$ cat config.mk
export PLATFORM = sky130hd
export DESIGN_NAME = multi_ch_timer
export DESIGN_NICKNAME = d
export VERILOG_FILES = /design/src/rtl/multi_ch_timer.sv
export SDC_FILE = /design/constraint.sdc
export NUM_CORES = 1
export LEC_CHECK = 0
export BUFFER_PORTS_ARGS = -buffer_cell sky130_fd_sc_hd__buf_4
export CORE_MARGIN = 4
export CORE_UTILIZATION = 45
export CTS_BUF_LIST = sky130_fd_sc_hd__clkbuf_16
export DETAILED_ROUTE_END_ITERATION = 16
export PLACE_DENSITY = 0.74
export SYNTH_ARGS = -nofsm -noshare
export SYNTH_HDL_FRONTEND = slang
export SYNTH_SLANG_ARGS = --single-unit
$ cat constraint.sdc
create_clock -name clk -period 2.95 [get_ports clk]
set_input_delay 0 -clock clk [delete_from_list [all_inputs] [get_ports clk]]
set_output_delay 0 -clock clk [all_outputs]
set_load 0.01 [all_outputs]
$ cat src/rtl/multi_ch_timer.sv
`default_nettype none
// ============================================================================
// Module   : multi_ch_timer
// Brief    : NUM_CH enable-gated interval timers (periodic / one-shot) sharing
//            one run-time loadable terminal count.
// Revision : 1.0 - initial release
// ============================================================================
module multi_ch_timer #(
    parameter int NUM_CH     = 4,
    parameter int CNT_W      = 8,
    parameter int DEFAULT_TC = 99
) (
    input  logic                    clk,
    input  logic                    rst,
    input  logic [NUM_CH-1:0]       en,
    input  logic [NUM_CH-1:0]       one_shot,
    input  logic                    tc_load,
    input  logic [CNT_W-1:0]        tc_in,
    output logic [CNT_W-1:0]        tc,
    output logic [NUM_CH-1:0]       done,
    output logic [NUM_CH-1:0]       busy,
    output logic [NUM_CH-1:0]       expired,
    output logic [NUM_CH*CNT_W-1:0] cnt
);

    localparam logic [1:0]       c_IDLE    = 2'd0;
    localparam logic [1:0]       c_RUN     = 2'd1;
    localparam logic [1:0]       c_EXPIRED = 2'd2;
    localparam logic [CNT_W-1:0] c_RST_TC  = CNT_W'(DEFAULT_TC);

    logic [CNT_W-1:0] r_tc;

    always_ff @(posedge clk) begin
        if (rst) begin
            r_tc <= c_RST_TC;
        end else if (tc_load) begin
            r_tc <= tc_in;
        end
    end

    assign tc = r_tc;

    generate
        for (genvar i = 0; i < NUM_CH; i++) begin : g_ch
            logic [1:0]       r_state;
            logic [CNT_W-1:0] r_cnt;
            logic             r_done;

            // >= rather than == so a lowered tc terminates the live count
            // instead of letting it wrap through the full counter range.
            always_ff @(posedge clk) begin
                if (rst) begin
                    r_state <= c_IDLE;
                    r_cnt   <= '0;
                    r_done  <= 1'b0;
                end else begin
                    case (r_state)
                        c_IDLE, c_RUN: begin
                            if (en[i]) begin
                                if (r_cnt >= r_tc) begin
                                    r_cnt   <= '0;
                                    r_done  <= 1'b1;
                                    r_state <= one_shot[i] ? c_EXPIRED : c_RUN;
                                end else begin
                                    r_cnt   <= r_cnt + 1'b1;
                                    r_done  <= 1'b0;
                                    r_state <= c_RUN;
                                end
                            end else begin
                                r_cnt   <= '0;
                                r_done  <= 1'b0;
                                r_state <= c_IDLE;
                            end
                        end
                        c_EXPIRED: begin
                            r_cnt  <= '0;
                            r_done <= 1'b0;
                            if (!en[i]) begin
                                r_state <= c_IDLE;
                            end
                        end
                        default: begin
                            r_cnt   <= '0;
                            r_done  <= 1'b0;
                            r_state <= c_IDLE;
                        end
                    endcase
                end
            end

            assign done[i]                 = r_done;
            assign busy[i]                 = (r_state == c_RUN);
            assign expired[i]              = (r_state == c_EXPIRED);
            assign cnt[i*CNT_W +: CNT_W]   = r_cnt;
        end
    endgenerate

endmodule
`default_nettype wire

## After elaboration in Yosys (flattened, before gate mapping)

Cells that the tools add are included.

- Register bits: 52
- Bits in latches: 0
- Memory bits (writable): 0
- Memory bits (read-only): 0
- Memories kept: 0

- Add/subtract/negate cells: 4
- Multiply operators: 0
- Divide/modulo/power cells: 0
- Order comparisons: 4
- Eq/ne operators: 12
- Shift operators: 0
- Multiplexer cells: 24
- Bitwise gates (word level): 8
- Reductions and logical operators: 16

Operator list:

| cell | count |
|---|---|
| $add A8 B1 Y8 const B | 4 |
| $ge A8 B8 Y1 | 4 |
| $mux W2 | 16 |
| $pmux W2 S2 | 4 |
| $reduce_or A4 Y1 | 4 |
| $reduce_or A3 Y1 | 4 |
| $eq A2 B1 Y1 const B | 4 |
| $eq A2 B2 Y1 const B | 4 |
| $logic_not A2 Y1 | 4 |
| $ne A2 B2 Y1 const B | 4 |
| $not A1 Y1 | 8 |
| $reduce_or A2 Y1 | 4 |
| $mux W1 | 4 |

## Longest topological paths before layout

- Depth after elaboration: 4
- Depth in mapped cells: 7
- Depth with buffers taken out: 6

## Worst setup path after synthesis

OpenSTA, ideal clock, no wires.

- Path type: reg-to-reg
- Start: register r_tc[7], in the netlist tc[7]
- End: register g_ch[3].r_cnt[2]
- Library setup time: 0.066 ns
- Data arrival time: 1.632 ns
- Data required time: 2.884 ns
- Setup slack: 1.252 ns
- Cell stages (with the launch flop): 7
- Buffers on the path: 0
- Clock period less this slack: 1.698 ns
- Path through: dfxtp_1 > inv_1 > ha_1 > and2_1 > a221oi_4 > o2111ai_4 > nor2_1

- Cells in the longest elaborated chain, start to end: 2

RTL lines:

| what | line | source |
|---|---|---|
| start: declaration | 31 | `logic [CNT_W-1:0] r_tc;` |
| start signal: assignment | 35 | `r_tc <= c_RST_TC;` |
| start signal: assignment | 37 | `r_tc <= tc_in;` |
| $ge A8 B8 Y1 | 60 | `if (r_cnt >= r_tc) begin` |
| $reduce_or A4 Y1 (no line) | -- |  |
| end signal: assignment | 65 | `r_cnt <= r_cnt + 1'b1;` |
| end: declaration | 46 | `logic [CNT_W-1:0] r_cnt;` |

No other way between the ends.
A chain may end at the register's enable or synchronous reset.

## Worst setup path in the final report

- Start: register r_tc[1], in the netlist tc[1]
- End: register g_ch[1].r_state[0]

- Cells in the longest elaborated chain, start to end: 4

RTL lines:

| what | line | source |
|---|---|---|
| $ge A8 B8 Y1 | 60 |  |
| $mux W2 | 60 |  |
| $mux W2 | 59 | `if (en[i]) begin` |
| $pmux W2 S2 | 57 | `case (r_state)` |
| end signal: assignment | 53 | `r_state <= c_IDLE;` |
| end signal: assignment | 63 | `r_state <= one_shot[i] ? c_EXPIRED : c_RUN;` |
| end signal: assignment | 67 | `r_state <= c_RUN;` |
| end: declaration | 45 | `logic [1:0] r_state;` |

No other way between the ends.

==> summary.md <==
| Metric | Value |
|---|---|
| Pwr Density | 421 nW/µm² |
| Initial antenna violation count | 0 |
| Syn Std Cell Area | 2830 µm² |
| Tmin final | 2.10 ns |
| Filler cell count | 531 |
| Hold Violations, Final | 0 |
| Max Slew Vio Count | 0 |
| Startpoint types | flop |
| Critical Path Source | tc[1]$_SDFFE_PP1P_ |
| Max cap viols | 0 |
| Die area | 7620 µm² |
| Final wirelength | 6590 µm |
| Crit path required time | 3.08 ns |
| P&R area growth vs syn | 31.4% |
| Post-route ant nets | 0 |
| Root Buffer | clkbuf_16 |
| Yosys reg bits | 52 |
| HP Class | input port to flop |
| Vias/cell | 5.19 |
| Crit path max-delay family | compound AO/OA/AOI/OAI gates |
| Maximum vdd drop | 320 µV |
| DR vias | 2374 |
| Avg Cell Area, Syn | 9.56 µm² |
| Reg2reg path depth | 6 |
| CP max stage cell | a31oi_1 |
| CTS tree | built |
| Via count of the first global-routing pass | 2340 |
| DRT Pass-1 Iters | 4 |
| Critical Path Sink Type | flop |
| Final core utilization | 61.7% |
| First-pass GRT wire length | 11100 µm |
| DRT iter0 DRCs | 72 |
| Wire per inst | 14.4 µm |
| Port bufs | 70 |
| Slew headroom | 37.7% |
| Cell-internal power | 1.21 mW |
| Sequential Power Share | 46.9% |
| Comb power frac | 11.9% |
| H-tree depth | 2 |
| Clock latency on the worst-skew pair | 0.29 ns |
| Yosys warning count | 0 |
| I/O pin total | 71 |
| Buffers & Inverters on Critical Path | 1 |
| Cells after Synth | 296 |
| Syn_nets | 351 |
| Total clock sinks | 52 |
| RSZ-0062 raised after global routing | false |
| Largest stage delay, worst path | 0.76 ns |
| Slew @ Worst Pin | 0.930 ns |
| Reg2Reg Setup Slack | 0.85 ns |
| Final period util | 71.1% |
| Clock skew | 0.00598 ns |
| Remaining global-route overflow | 0 |
| Row count | 28 |
| Die Wd | 87.3 µm |
| Final HPWL DP | 4950 µm |
| Clk pwr share | 41.2% |
| GRT Total Usage | 18.4% |
| Setup tns final | 0 ns |
| Sw Share | 23.0% |
| Post-synth cell types | 33 |
| N_diodes | 0 |
| CP Class | flop to flop |
| Worst-path maximum fanout | 11 |
| Total Nets Final | 436 |
| Count of final setup violators | 0 |
| Gp weighted congestion | 0.787 |
| FMAX | 477 MHz |
| CTS buffer count | 5 |
| Die Height | 87.3 µm |
| Clk buf depth | 2 |
| Total core area | 6030 µm² |
| Leakage | 1.74 nW |
| R2R Path Start | tc[1]$_SDFFE_PP1P_ |
| R2r endpoint | g_ch[1].r_state[0]$_SDFFE_PP0P_ |
| Clock slew at reported path FFs | 0.07 ns |
| Share of layout cells above drive strength 1 | 22.5% |
| Initial Util | 47.0% |
| Drc violations | 0 |
| Pin count of the biggest net entering global routing | 16 |
| Crit-path cells | inv_1 > ha_1 > nor2b_1 > o211ai_1 > a31oi_1 > o32ai_1 |
| Path length in cells of the critical path | 6 |
| Crit path to | g_ch[1].r_state[0]$_SDFFE_PP0P_ |
| Net switching power | 360 µW |
| Status | finished clean |
| Register area share after synthesis | 36.8% |
| Crit path DAT | 2.22 ns |
registers in the layout, indices dropped and copies added (netlist names):
name and flops:
tc 8, g_ch.r_state 8, g_ch.r_cnt 32, g_ch.r_done 4
power groups by stage:
stage               sequential [mW]  clock [mW]  combinational (mW)
finish                        0.734       0.645               0.187
global route                  0.736       0.687               0.208
CTS                           0.734       0.654               0.188
detailed placement            0.750           0               0.170
global placement              0.749           0               0.165
floorplan                     0.752           0              0.0958
per-layer routing:
layer	share of wire (%)	vias up	track usage, %
li1	-	1211	-
met1	43	1086	22.4
met2	49	59	31.6
met3	5.2	18	4.64
met4	2.5	0	6.14
met5	0	-	0
area by class of cell:
| type | instances | area (µm²) | share of cell area, % |
|---|---|---|---|
| Multi-Input combinational cell | 216 | 1660 | 44.7 |
| Timing Repair Buffer | 86 | 683 | 18.4 |
| Inverter | 20 | 75.1 | 2.02 |
| Tap cell | 75 | 93.8 | 2.52 |
| Sequential cell | 52 | 1040 | 28.0 |
| Clock inverter | 3 | 37.5 | 1.01 |
| Clock buffer | 5 | 125 | 3.36 |
logic make-up after synthesis:
| group | count (synthesis) | share of synthesized area (%) |
|---|---|---|
| AND/OR/NAND/NOR | 110 | 19.5 |
| flip-flops | 52 | 36.8 |
| AO/OA/AOI/OAI | 41 | 14.1 |
| adder cells (fa/ha/maj) | 36 | 15.9 |
| buffers and inverters | 28 | 4.42 |
| XOR/XNOR | 24 | 7.43 |
| multiplexers | 5 | 1.77 |
worst min-delay path, cell delays in order:
cell and delay, ns:
buf_4 0.09, and3_1 0.13, a211o_1 0.08
stage by stage:
step	hold WS, ns	std cells	cell area, µm²	total power, mW	setup WS [ns]
detailed placement	0.190	434	3410	0.920	0.885
floorplan	0.0891	296	2830	0.848	1.25
global route	0.0548	457	3720	1.63	0.652
global placement	0.189	434	3410	0.914	0.926
finish	0.0410	457	3720	1.57	0.853
CTS	0.0422	457	3720	1.58	0.866
how the worst min path moves through the flow:
stage                            from                               to  slack, ns  cells past startpoint
after CTS                       en[1]  g_ch[1].r_state[1]$_SDFFE_PP0P_       0.04                      3
after global routing            en[1]  g_ch[1].r_state[1]$_SDFFE_PP0P_       0.05                      3
after floorplan           one_shot[2]  g_ch[2].r_state[0]$_SDFFE_PP0P_       0.09                      1
after global placement    one_shot[3]  g_ch[3].r_state[0]$_SDFFE_PP0P_       0.19                      2
after detailed placement  one_shot[3]  g_ch[3].r_state[0]$_SDFFE_PP0P_       0.19                      2
final                           en[1]  g_ch[1].r_state[1]$_SDFFE_PP0P_       0.04                      3
Yosys cell counts, drive strengths merged:
library cell	number	area, µm²
and2	3	21.3
nand3	16	80.1
a211o	4	35.0
nor3	15	75.1
a31oi	4	55.1
inv	20	75.1
nor2b	11	68.8
a221oi	2	52.6
and3	11	68.8
and2b	1	7.51
nand2b	4	25.0
o2111ai	4	82.6
nor2	27	101
o32ai	2	17.5
a21oi	6	30.0
nand4	3	18.8
xnor2	8	70.1
dfxtp	52	1040
o211ai	5	37.5
o21ai	6	30.0
ha	36	450
xor2	16	140
o21a	6	45.0
mux2i	5	50.1
nor3b	4	30.0
nand2	15	56.3
buf	8	50.1
a21o	2	15.0
cells in the final DEF, fill, tap and decap left out, types with 6 or more instances in the layout:
master	n
xor2_1	16
nand2_1	15
nand3_1	16
nor2b_1	11
dfxtp_1	52
and3_1	11
ha_1	36
xnor2_1	8
dlygate4sd3_1	15
inv_1	20
a21oi_1	6
nor3_1	15
nor2_1	27
buf_4	71
o21a_1	6
repair_timing:
item | 4_1_cts | 5_1_grt
hold endpoints to repair | 13 | 0
resized for setup | 0 | 0
hold buffers | 15 | 0
setup buffers | 0 | 0
(Power assumes the default switching activity.)
